--- src/rtl/dtb_pkg.sv ---
// rtl/dtb_pkg.sv - shared trace buffer parameters and serializer state encoding
//
// Purpose: word/lane sizing shared between the trace buffer and its FPGA-side
// feeders, plus the trace_serializer state enum.
// Contents:
//   TRB_WIDTH        trace word width
//   TRB_MAX_TRACES   physical trace lane count
//   TRB_NTRACE_BITS  width of the lane-count exponent port
//   trs_state_e      trace_serializer FSM states
package dtb_pkg;

  localparam int TRB_WIDTH       = 32;
  localparam int TRB_MAX_TRACES  = 8;
  localparam int TRB_NTRACE_BITS = $clog2($clog2(TRB_MAX_TRACES) + 1);

  typedef enum logic {
    ST_IDLE  = 1'b0,
    ST_SHIFT = 1'b1
  } trs_state_e;

endpackage

--- src/rtl/trace_serializer.sv ---
// rtl/trace_serializer.sv - word-to-lane transmitter feeding the trace buffer
//
// Purpose: accepts whole trace words over ready/valid and emits them as
// 2**num_traces_i-bit beats on trace_o, advancing only while write_en_i is high.
// A trigger tag travels with each word and is held for all of its beats.
// Optional feature macro: TRACE_SERIALIZER_MSB_FIRST_EN (most-significant chunk
// first; default is least-significant chunk first, matching the deserializer).
// Ports:
//   clk_i          FPGA clock, rising edge
//   rst_ni         synchronous active-low reset
//   num_traces_i   lane-count exponent, clamped to log2(MAX_TRACES)
//   data_valid_i   word valid
//   data_ready_o   word accepted when valid && ready (combinational)
//   data_i         trace word
//   trig_i         trigger tag, sampled with data_i
//   write_en_i     buffer consumes the current beat this cycle
//   trace_o        current beat, unused upper lanes 0 (registered)
//   trig_o         trigger tag of the word in flight (registered)
//   busy_o         a word is being shifted out (registered)
module trace_serializer
  import dtb_pkg::*;
#(
  parameter int WIDTH      = TRB_WIDTH,
  parameter int MAX_TRACES = TRB_MAX_TRACES
) (
  input  logic                       clk_i,
  input  logic                       rst_ni,
  input  logic [TRB_NTRACE_BITS-1:0] num_traces_i,
  input  logic                       data_valid_i,
  output logic                       data_ready_o,
  input  logic [WIDTH-1:0]           data_i,
  input  logic                       trig_i,
  input  logic                       write_en_i,
  output logic [MAX_TRACES-1:0]      trace_o,
  output logic                       trig_o,
  output logic                       busy_o
);

  localparam int LOG_MAX = $clog2(MAX_TRACES);
  localparam int CNT_W   = $clog2(WIDTH);

  trs_state_e                 state_q, state_d;
  logic [WIDTH-1:0]           word_q, word_d;
  logic                       trig_q, trig_d;
  logic [TRB_NTRACE_BITS-1:0] exp_q, exp_d;
  logic [CNT_W-1:0]           beat_q, beat_d;
  logic [MAX_TRACES-1:0]      trace_q, trace_d;

  logic                       ready;
  logic                       load;
  logic [CNT_W-1:0]           last_beat;
  logic [TRB_NTRACE_BITS-1:0] exp_in;
  logic [WIDTH-1:0]           shifted;
  int                         lanes_d;
  int                         shamt;

  assign last_beat = CNT_W'((WIDTH >> exp_q) - 1);
  assign exp_in    = (int'(num_traces_i) > LOG_MAX) ? TRB_NTRACE_BITS'(LOG_MAX) : num_traces_i;

  always_comb begin
    state_d = state_q;
    word_d  = word_q;
    trig_d  = trig_q;
    exp_d   = exp_q;
    beat_d  = beat_q;
    ready   = 1'b0;
    load    = 1'b0;

    unique case (state_q)
      ST_IDLE: begin
        ready = 1'b1;
        if (data_valid_i) begin
          load    = 1'b1;
          state_d = ST_SHIFT;
        end
      end
      ST_SHIFT: begin
        if (write_en_i) begin
          if (beat_q == last_beat) begin
            // Last beat leaves this cycle: a waiting word loads with no gap beat.
            ready = 1'b1;
            if (data_valid_i) begin
              load = 1'b1;
            end else begin
              state_d = ST_IDLE;
              trig_d  = 1'b0;
            end
          end else begin
            beat_d = beat_q + 1'b1;
          end
        end
      end
      default: state_d = ST_IDLE;
    endcase

    if (load) begin
      word_d = data_i;
      trig_d = trig_i;
      exp_d  = exp_in;
      beat_d = '0;
    end

    // Outputs are registered, so the beat for next cycle is built from next-state.
    lanes_d = 1 << exp_d;
`ifdef TRACE_SERIALIZER_MSB_FIRST_EN
    shamt = WIDTH - (int'(beat_d) + 1) * lanes_d;
`else
    shamt = int'(beat_d) * lanes_d;
`endif
    shifted = word_d >> shamt;
    trace_d = '0;
    if (state_d == ST_SHIFT) begin
      for (int l = 0; l < MAX_TRACES; l++) begin
        if (l < lanes_d) trace_d[l] = shifted[l];
      end
    end
  end

  always_ff @(posedge clk_i) begin
    if (!rst_ni) begin
      state_q <= ST_IDLE;
      word_q  <= '0;
      trig_q  <= 1'b0;
      exp_q   <= '0;
      beat_q  <= '0;
      trace_q <= '0;
    end else begin
      state_q <= state_d;
      word_q  <= word_d;
      trig_q  <= trig_d;
      exp_q   <= exp_d;
      beat_q  <= beat_d;
      trace_q <= trace_d;
    end
  end

  // Gated by reset so ready reads 0 while reset is held, whatever the state.
  assign data_ready_o = rst_ni & ready;
  assign trace_o      = trace_q;
  assign trig_o       = trig_q;
  assign busy_o       = (state_q == ST_SHIFT);

endmodule

--- config.mk ---
export PLATFORM = sky130hd
export DESIGN_NAME = trace_serializer
export DESIGN_NICKNAME = d
export VERILOG_FILES = /design/src/rtl/dtb_pkg.sv /design/src/rtl/trace_serializer.sv
export SDC_FILE = /design/constraint.sdc
export NUM_CORES = 1
export LEC_CHECK = 0
export ABC_AREA = 0
export CAP_MARGIN = 20
export CORE_ASPECT_RATIO = 1.2
export CORE_MARGIN = 2
export CORE_UTILIZATION = 51
export CTS_CLUSTER_DIAMETER = 40
export DETAILED_ROUTE_END_ITERATION = 12
export HOLD_SLACK_MARGIN = 0.05
export PLACE_DENSITY_LB_ADDON = 0.2
export RECOVER_POWER = 50
export SLEW_MARGIN = 20
export SYNTH_ARGS = -nofsm -noshare
export SYNTH_HDL_FRONTEND = slang
export SYNTH_SLANG_ARGS = --single-unit
--- constraint.sdc ---
create_clock -name clk_i -period 18.6 [get_ports clk_i]
set_input_delay 1.86 -clock clk_i [delete_from_list [all_inputs] [get_ports clk_i]]
set_output_delay 1.86 -clock clk_i [all_outputs]
set_load 0.02 [all_outputs]
**Word level (Yosys, flattened, before mapping)**

Cells that the tools add are included.
W data, S select, Z words.

- Register bits: 49
- Input bits: 39
- Output and inout bits: 11
- Logic and storage cells: 64

- Add/sub/neg operators: 2
- $mul: 1
- Magnitude comparators: 8
- Equal/unequal tests: 2
- Shift-type cells: 3
- Multiplexer cells: 21
- Bitwise logic cells: 2
- Reduce and logical (&&, ||, !) cells: 12

Operator list:

| kind | number |
|---|---|
| $lt A4 B32 Y1 const A | 4 |
| $lt A3 B32 Y1 const A | 2 |
| $lt A1 B32 Y1 const A | 1 |
| $lt A2 B32 Y1 const A | 1 |
| $mul A6 B32 Y32 | 1 |
| $mux W32 | 1 |
| $shl A1 B2 Y32 const A | 1 |
| $shr A32 B32 Y8 | 1 |
| $reduce_and A3 Y1 | 8 |
| $mux W5 | 4 |
| $mux W1 | 12 |
| $pmux W1 S2 | 3 |
| $reduce_bool A2 Y1 | 3 |
| $shr A6 B2 Y5 const A | 1 |
| $add A5 B1 Y5 const B | 1 |
| $eq A5 B5 Y1 | 1 |
| $sub A5 B2 Y5 const B | 1 |
| $reduce_and A4 Y1 | 1 |
| $mux W2 | 1 |
| $ne A2 B1 Y1 const B | 1 |
| $and A1 B1 Y1 | 1 |
| $not A1 Y1 | 1 |

**Depth between registers and ports, before layout**

Gate-level depths: netlist (run 1).

- Word-level depth: 10
- Gate-level depth with buffers: 28
- Mapped depth without buffers: 23

**Worst setup path before layout (run 1)**

Ideal clock, no wire load.

- Path kind: input to register
- Start: input port data_valid_i
- End: register trace_q[4] (netlist: trace_o[4])
- Library setup time: 0.124 ns
- Arrival time: 7.353 ns
- Required time: 18.476 ns
- Setup slack: 11.123 ns
- Stages: 26
- Path buffers: 7
- Path through: and3_1 -> a21oi_2 -> buf_6 -> buf_6 -> buf_2 -> clkbuf_1 -> nor3b_1 -> a31oi_1 -> nor2_1 -> ha_1 -> fa_1 -> inv_1 -> fa_1 -> inv_1 -> ha_1 -> nor2b_1 -> a311oi_1 -> or3_1 -> clkbuf_1 -> clkbuf_1 -> clkbuf_1 -> nor3_1 -> a211oi_1 -> nor3_1 -> nor4_1 -> nor3_1

- Word-level cells in the longest chain between the ends: 8
- Elaborated cells between the ends (all ways): 15
- Classes of those cells: mul (1); order compare (1); shift (2); mux (10); reduce/logical (1)

RTL lines:

| what | line | text |
|---|---|---|
| start, declared | trace_serializer.sv:29 | `input logic data_valid_i,` |
| $mux W1 * | trace_serializer.sv:72, trace_serializer.sv:82 |  |
| $mux W1 | trace_serializer.sv:79 | `if (beat_q == last_beat) begin` |
| $mux W1 | trace_serializer.sv:78 | `if (write_en_i) begin` |
| $pmux W1 S2 | trace_serializer.sv:69 | `unique case (state_q)` |
| $mux W2 | trace_serializer.sv:96 | `if (load) begin` |
| $shl A1 B2 Y32 | trace_serializer.sv:104 | `lanes_d = 1 << exp_d;` |
| $mul A6 B32 Y32 or $lt A4 B32 Y1 (tied branches) | trace_serializer.sv:108, trace_serializer.sv:114 |  |
| $shr A32 B32 Y8 or $reduce_and A3 Y1 (tied branches) | -- |  |
| end signal, assigned | trace_serializer.sv:133 | `trace_q <= trace_d;` |
| end, declared | trace_serializer.sv:47 | `logic [MAX_TRACES-1:0] trace_q, trace_d;` |

Every way passes the cells marked *; elsewhere a longest branch is shown, timed or not.
A chain may end at the register's enable or synchronous reset.

**Worst setup path after layout (run 1)**

- Start: input port data_valid_i
- End: register trace_q[6] (netlist: trace_o[6])

The elaborated chain is that of the path after synthesis.

==> impl_results.md, run 1 <==
* Number of max-cap violations at 1
* Hold bufs inserted after CTS at 0
* Most frequent standard cell in the layout excluding fill and tap cells: nor2_1
* Top cell type by total area after synthesis: dfxtp_1
* Via Count at 3,938
* Final-layout setup total negative slack at 0 ns
* Clock tree from TritonCTS: built
* Share of the clock period used by the worst path after layout at a little under half
* Total CTS buffers at 5
* Post-Syn Area at a little over 4000 µm²
* Top Ports at 50
* Diode count at 0
* Length of routed wiring on met1 at 4850 µm
* Die footprint at 8870 µm²
* Tightest Hold Check Type: register to register
* IR Drop Worst-Case VDD at 0.0000362 V
* Count of final setup violators at 0
* Synth warnings at 0
* Final Worst Setup Slack at between 10 and 15 ns
* Drt first pass iters at 5
* Tot GR Track Use at 25.8%
* Largest buffer count on any clock path at 2
* Post-place setup slack at 9.87 ns
* CTS sink cnt at 49
* Area contributors post-synth: dfxtp_1, mux2i_1, ha_1, nor2_1, nand2_1
* Routed wire length at 11,700 µm
* Share of Yosys cell area claimed by the top area cell type at around a quarter
* Ratio of cells with drive above 1 in the final layout at 8.37%
* Clock Tree Root: clkbuf_8
* PwrDens at 61.2 nW/µm²
* Register bit total from synthesis at 49
* Setup crit start kind: primary input
* Area growth, synth to finish at 13.8%
* Post-Syn Area per Cell at 8.26 µm²
* Postcts setup bufs at 0
* GPL Wtd Cong at 0.898
* Critical Path Max Stage Delay at approximately 0.76 ns
* Clock tree skew after final layout at 0.0128 ns
* Slowest cell on crit path: a21o_1
* Routed length on met3 at around 470 µm
* Worst path arrival time at between 8 and 9 ns
* Top routing layer in use: met4
* Share of async-settable or async-resettable flops after synthesis at 0%
* Insertion delay of the later-clocked pin in the worst-skew pair at between 0.3 and 0.4 ns
* Largest net degree at the start of global routing at between 60 and 70
* Status: complete, but fails checks
* Post-detailed-route via-to-cell ratio at about 6.3
* Sum of net half-perimeters after detailed placement at 8610 µm
* Post-route antenna net violation count at 0
* Final hold violations at 0
* Final-stage net count at 591
* Count of H-tree levels built during CTS at 2
* Total nets after synthesis at around 570
* Kind of end point of the critical path: register
* Horizontal extent of the die at between 80 and 90 µm
* Number of gates resized after cts at 0
* Predominant post-synthesis flop cell: dfxtp_1
* Number of antenna violations at the first check in global routing at 0
* Count of input and output buffers at 49
* Leakage Power at between 2 and 2.5 nW
* Category of the most critical setup path: primary input to register
* Worst Tran Pin Value at 1.95 ns
* GRT overflow at 0
* Violations in the final reports: capacitance limit, slew limit
* Met2 routed wirelength at around 5900 µm
* Cell-by-cell listing of the critical path: clkdlybuf4s50_1 > nand3_1 > o41ai_4 > a21o_1 > nand3b_1 > o31a_1 > nor2_1 > ha_1 > fa_1 > inv_1 > fa_1 > inv_1 > ha_1 > nor2b_1 > a311oi_1 > or3_1 > o22ai_1 > o21ai_0 > mux2i_1 > a211oi_1 > nor3_1
* Peak Freq at 118 MHz
* Number of global-route vias before repair at around 3,600
* Initial cell density of the core at 51.7%
* Number of violations reported at the end of detailed-routing iteration 0 at 300
* Clock transition at the register clock pins on the worst setup and hold paths after CTS at approximately 0.10 ns
* EDFF count, synth at 0
* Final count of pins violating max slew at a little over 40
* RSZ-0062 raised after global routing: false
* Core Rows at 36
* Data required time of the worst path at around 19 ns
* Count of cell types in the netlist at between 70 and 80
* Maximum fanout along the worst path at 28
* Sequential share of the synthesized area at between 20% and 30%
* Global-route wire length before repair at 18,100 µm
* Chip Height at about 100 µm
* Most frequent cells in the layout: nor2_1, nand2_1, mux2i_1
* DRC violation count after routing at 0
* Placeable core region at between 8000 and 9000 µm²
* Period minus WS final at about 8.5 ns
* Post-synthesis cell count at 502
* Max-slew headroom at the worst pin at -30.1%
* DR WL/cell at ~19 µm
[report_power, final]
| group | total, W | switching, W | internal (W) | leakage [nW] |
|---|---|---|---|---|
| clock network | 0.0000795 | 0.0000390 | 0.0000405 | 0.0554 |
| registers | 0.000114 | 0.00000358 | 0.000110 | 0.401 |
| logic | 0.0000956 | 0.0000558 | 0.0000398 | 1.57 |
[cell families (layout without fill, tap and decap cells)]
family	Yosys count	count (layout)	share of synthesized area (%)
xor gates and xnor gates	5	5	1.06
AOI/OAI and AO/OA	137	137	24.9
and+or+nand+nor	170	170	18.9
DFF	49	49	23.7
muxes	61	61	16.1
adders and majority gates	27	27	9.41
buffers and inverters	53	77	5.97
[worst max-delay path: cells and delay by family]
kind,cells,cell delay (ns)
compound gates,7,2.91
fa+ha+maj,4,1.64
buf+inv,3,0.68
mux,1,0.14
simple gates,6,1.39
[metal layers]
| metal | GRT usage [%] | vias up |
|---|---|---|
| met3 | 2.88 | 30 |
| met1 | 31.3 | 1867 |
| li1 | - | 1901 |
| met4 | 10.6 | 0 |
| met2 | 46.4 | 140 |
| met5 | 0 | - |
[final cells by class]
class	count	area [µm²]
fillers	766	3300
multi-input cells	400	2930
flip-flops and latches	49	981
repair buffers	53	517
well taps	95	119
clock buffers	6	72.6
inverters	16	60.1
clock inverters	2	38.8
[registers in the layout (all words and copies together), names as in the netlist]
name	count
exp_q	2
word_q	32
trace_o	8
busy_o	1
trig_o	1
beat_q	5
[synth_stat cells (8+ instances only)]
| cell type | instances |
|---|---|
| inv_1 | 15 |
| a211oi_1 | 12 |
| o21ai_0 | 14 |
| nor3_1 | 14 |
| nand2_1 | 52 |
| clkbuf_1 | 20 |
| ha_1 | 20 |
| a31oi_1 | 8 |
| a21oi_1 | 25 |
| mux2i_1 | 50 |
| nand3_1 | 8 |
| dfxtp_1 | 49 |
| nor2_1 | 58 |
[worst paths after layout]
| kind | slack, ns | from | endpoint | cells after the start |
|---|---|---|---|---|
| max | 10.15 | data_valid_i | trace_o[6] | 21 |
| min | 0.48 | word_q[7] | word_q[7] | 2 |
| max reg2reg | 11.40 | exp_q[1] | trace_o[6] | 20 |
| min reg2reg | 0.48 | word_q[7] | word_q[7] | 2 |
[stage by stage]
| stage | total power (W) | instance area (µm²) | hold slack (ns) | utilization [%] | std cells |
|---|---|---|---|---|---|
| after detailed placement | 0.000210 | 4610 | 0.460 | 57.5 | 613 |
| after global routing | 0.000302 | 4720 | 0.498 | 58.9 | 621 |
| after global placement | 0.000210 | 4610 | 0.444 | 57.5 | 613 |
| final | 0.000289 | 4720 | 0.482 | 58.9 | 621 |
| after floorplan | 0.000182 | 4150 | 0.437 | - | 502 |
| after CTS | 0.000287 | 4720 | 0.478 | 58.8 | 621 |
(Power assumes the default switching activity.)
==> run 2: changes to the inputs <==
==> constraint.sdc (replaced) <==
create_clock -name clk_i -period 7.3 [get_ports clk_i]
set_input_delay 0.73 -clock clk_i [delete_from_list [all_inputs] [get_ports clk_i]]
set_output_delay 0.73 -clock clk_i [all_outputs]
set_load 0.02 [all_outputs]
==> impl_results.md, run 2 (synthesis gave the netlist of run 1 again) <==
* Status: complete, no violations
* Drt first pass iters at 5
* Postcts setup bufs at 0
* DRC violation count after routing at 0
* Maximum fanout along the worst path at 11
* Share of the clock period used by the worst path after layout at between 90% and 100%
* Count of input and output buffers at 49
* Placeable core region at 8020 µm²
* Worst Tran Pin Value at between 1 and 1.5 ns
* Final total power at 0.000748 W
* Core Rows at 36
* Routed wire length at 11,900 µm
* Setup crit start kind: primary input
* Area growth, synth to finish at 14.9%
* Category of the most critical setup path: primary input to register
* CTS sink cnt at 49
* Cell family contributing the most delay on the critical path: compound AO/OA/AOI/OAI gates
* Post-detailed-route via-to-cell ratio at ~6.4
* Total CTS buffers at 5
* Hold Path Depth at 2
* GRT overflow at 0
* Number of cells traversed by the worst register-to-register path at 21
* Peak Freq at 148 MHz
* Clock transition at the register clock pins on the worst setup and hold paths after CTS at 0.10 ns
* Flip-flop count of the largest register, all copies and words added at 32
* End-of-flow core utilization at between 50% and 60%
* Register name with the most flops: word_q
* Number of antenna violations at the first check in global routing at 0
* Largest buffer count on any clock path at 2
* Top Ports at 50
* Period minus WS final at between 6 and 7 ns
* DR WL/cell at between 15 and 20 µm
* Initial cell density of the core at 51.7%
* Final-stage net count at a little under 600
* Post-route antenna net violation count at 0
* PwrDens at around 160 nW/µm²
* Post-place setup slack at 0.299 ns
* Number of gates on the worst path with buffers counted at 22
* Post-Place Cells at about 620
* Number of gates resized after cts at 0
* Kind of end point of the critical path: register
* Final-layout setup total negative slack at 0 ns
* Global-route wire length before repair at 19,200 µm
* Critical Path Max Stage Delay at 0.72 ns
* Count of final setup violators at 0
* Final cell count without fillers at between 600 and 700
* Die footprint at ~8900 µm²
* Hold bufs inserted after CTS at 0
* Tot GR Track Use at between 20% and 30%
* Number of global-route vias before repair at about 3,800
* Cell-by-cell listing of the critical path: clkdlybuf4s50_1 > nand3_1 > o41ai_4 > a21o_1 > nand3b_1 > o31a_1 > nor2_1 > ha_1 > fa_1 > inv_1 > fa_1 > inv_1 > ha_1 > nor2b_1 > a311oi_1 > nor3b_1 > a22oi_1 > o21ai_0 > a21oi_1 > mux4_2 > nor2b_1 > a211oi_1
* Clock tree from TritonCTS: built
* GPL Wtd Cong at ~0.93
* Most frequent standard cell in the layout excluding fill and tap cells: nor2_1
* Horizontal extent of the die at about 86 µm
* Worst path arrival time at between 6 and 7 ns
* Final Worst Setup Slack at roughly 0.53 ns
* Clock tree skew after final layout at between 0.01 and 0.015 ns
* Data required time of the worst path at around 7.5 ns
* Count of H-tree levels built during CTS at 2
* Insertion delay of the later-clocked pin in the worst-skew pair at between 0.3 and 0.4 ns
* Sum of net half-perimeters after detailed placement at 8860 µm
* Final count of pins violating max slew at 0
* IR Drop Worst-Case VDD at around 0.00008 V
* Leakage Power at approximately 2.1 nW
* RSZ-0062 raised after global routing: false
* Clock Tree Root: clkbuf_8
* Number of max-cap violations at 0
* Via Count at 4,012
* Number of violations reported at the end of detailed-routing iteration 0 at 363
* Most frequent cells in the layout: nor2_1, nand2_1, mux2i_1
* Slowest cell on crit path: nor3b_1
* Diode count at 0
* Final hold violations at 0
* Largest net degree at the start of global routing at 45
* Tightest Hold Check Type: register to register
* Count of buffer and inverter cells on the critical path at 3
* Chip Height at between 100 and 150 µm
* Ratio of cells with drive above 1 in the final layout at 9.02%
* Max-slew headroom at the worst pin at 32.8%
[run 2: area by class of cell]
class                      count  area, µm²
clock inverter                 2       37.5
tap                           95        119
multi-input combinational    400       2930
clock buffer                   6       82.6
inverter                      16       60.1
sequential                    49        981
fill                         748       3250
timing repair buffer          59        558
[run 2: path summary, 6_finish.rpt]
path           startpoint         end  slack, ns
max          data_valid_i  trace_o[7]       0.53
min             word_q[0]   word_q[0]       0.47
max reg2reg      exp_q[1]  trace_o[7]       0.63
min reg2reg     word_q[0]   word_q[0]       0.47
[run 2: power by group]
| group | total [W] | switching (W) | internal [W] |
|---|---|---|---|
| sequential | 0.000291 | 0.00000983 | 0.000281 |
| combinational | 0.000244 | 0.000142 | 0.000102 |
| clock | 0.000213 | 0.000102 | 0.000112 |
| total | 0.000748 | 0.000253 | 0.000495 |
[run 2: worst reg2reg max path: stages, from the launching register on]
cell and delay, ns:
dfxtp_1 0.47, or3b_1 0.48, o32ai_2 0.36, a21o_1 0.45, nand3b_1 0.14, o31a_1 0.19, nor2_1 0.14, ha_1 0.27
fa_1 0.55, inv_1 0.06, fa_1 0.53, inv_1 0.04, ha_1 0.32, nor2b_1 0.14, a311oi_1 0.23, nor3b_1 0.72
a22oi_1 0.14, o21ai_0 0.28, a21oi_1 0.15, mux4_2 0.50, nor2b_1 0.14, a211oi_1 0.29
[run 2: routing by layer]
metal,vias to the layer above,GRT usage (%),routed length [µm]
li1,1906,-,-
met1,1928,34.6,5030
met2,151,46.6,5930
met3,27,3.68,608
met4,0,10.5,345
met5,-,0,0
[run 2: stage by stage]
| stage | area, µm² | hold WS, ns |
|---|---|---|
| 2_1_floorplan | 4150 | 0.437 |
| 3_3_place_gp | 4650 | 0.444 |
| 3_5_place_dp | 4650 | 0.450 |
| 4_1_cts | 4770 | 0.464 |
| 5_1_grt | 4770 | 0.485 |
| 6_report | 4770 | 0.466 |
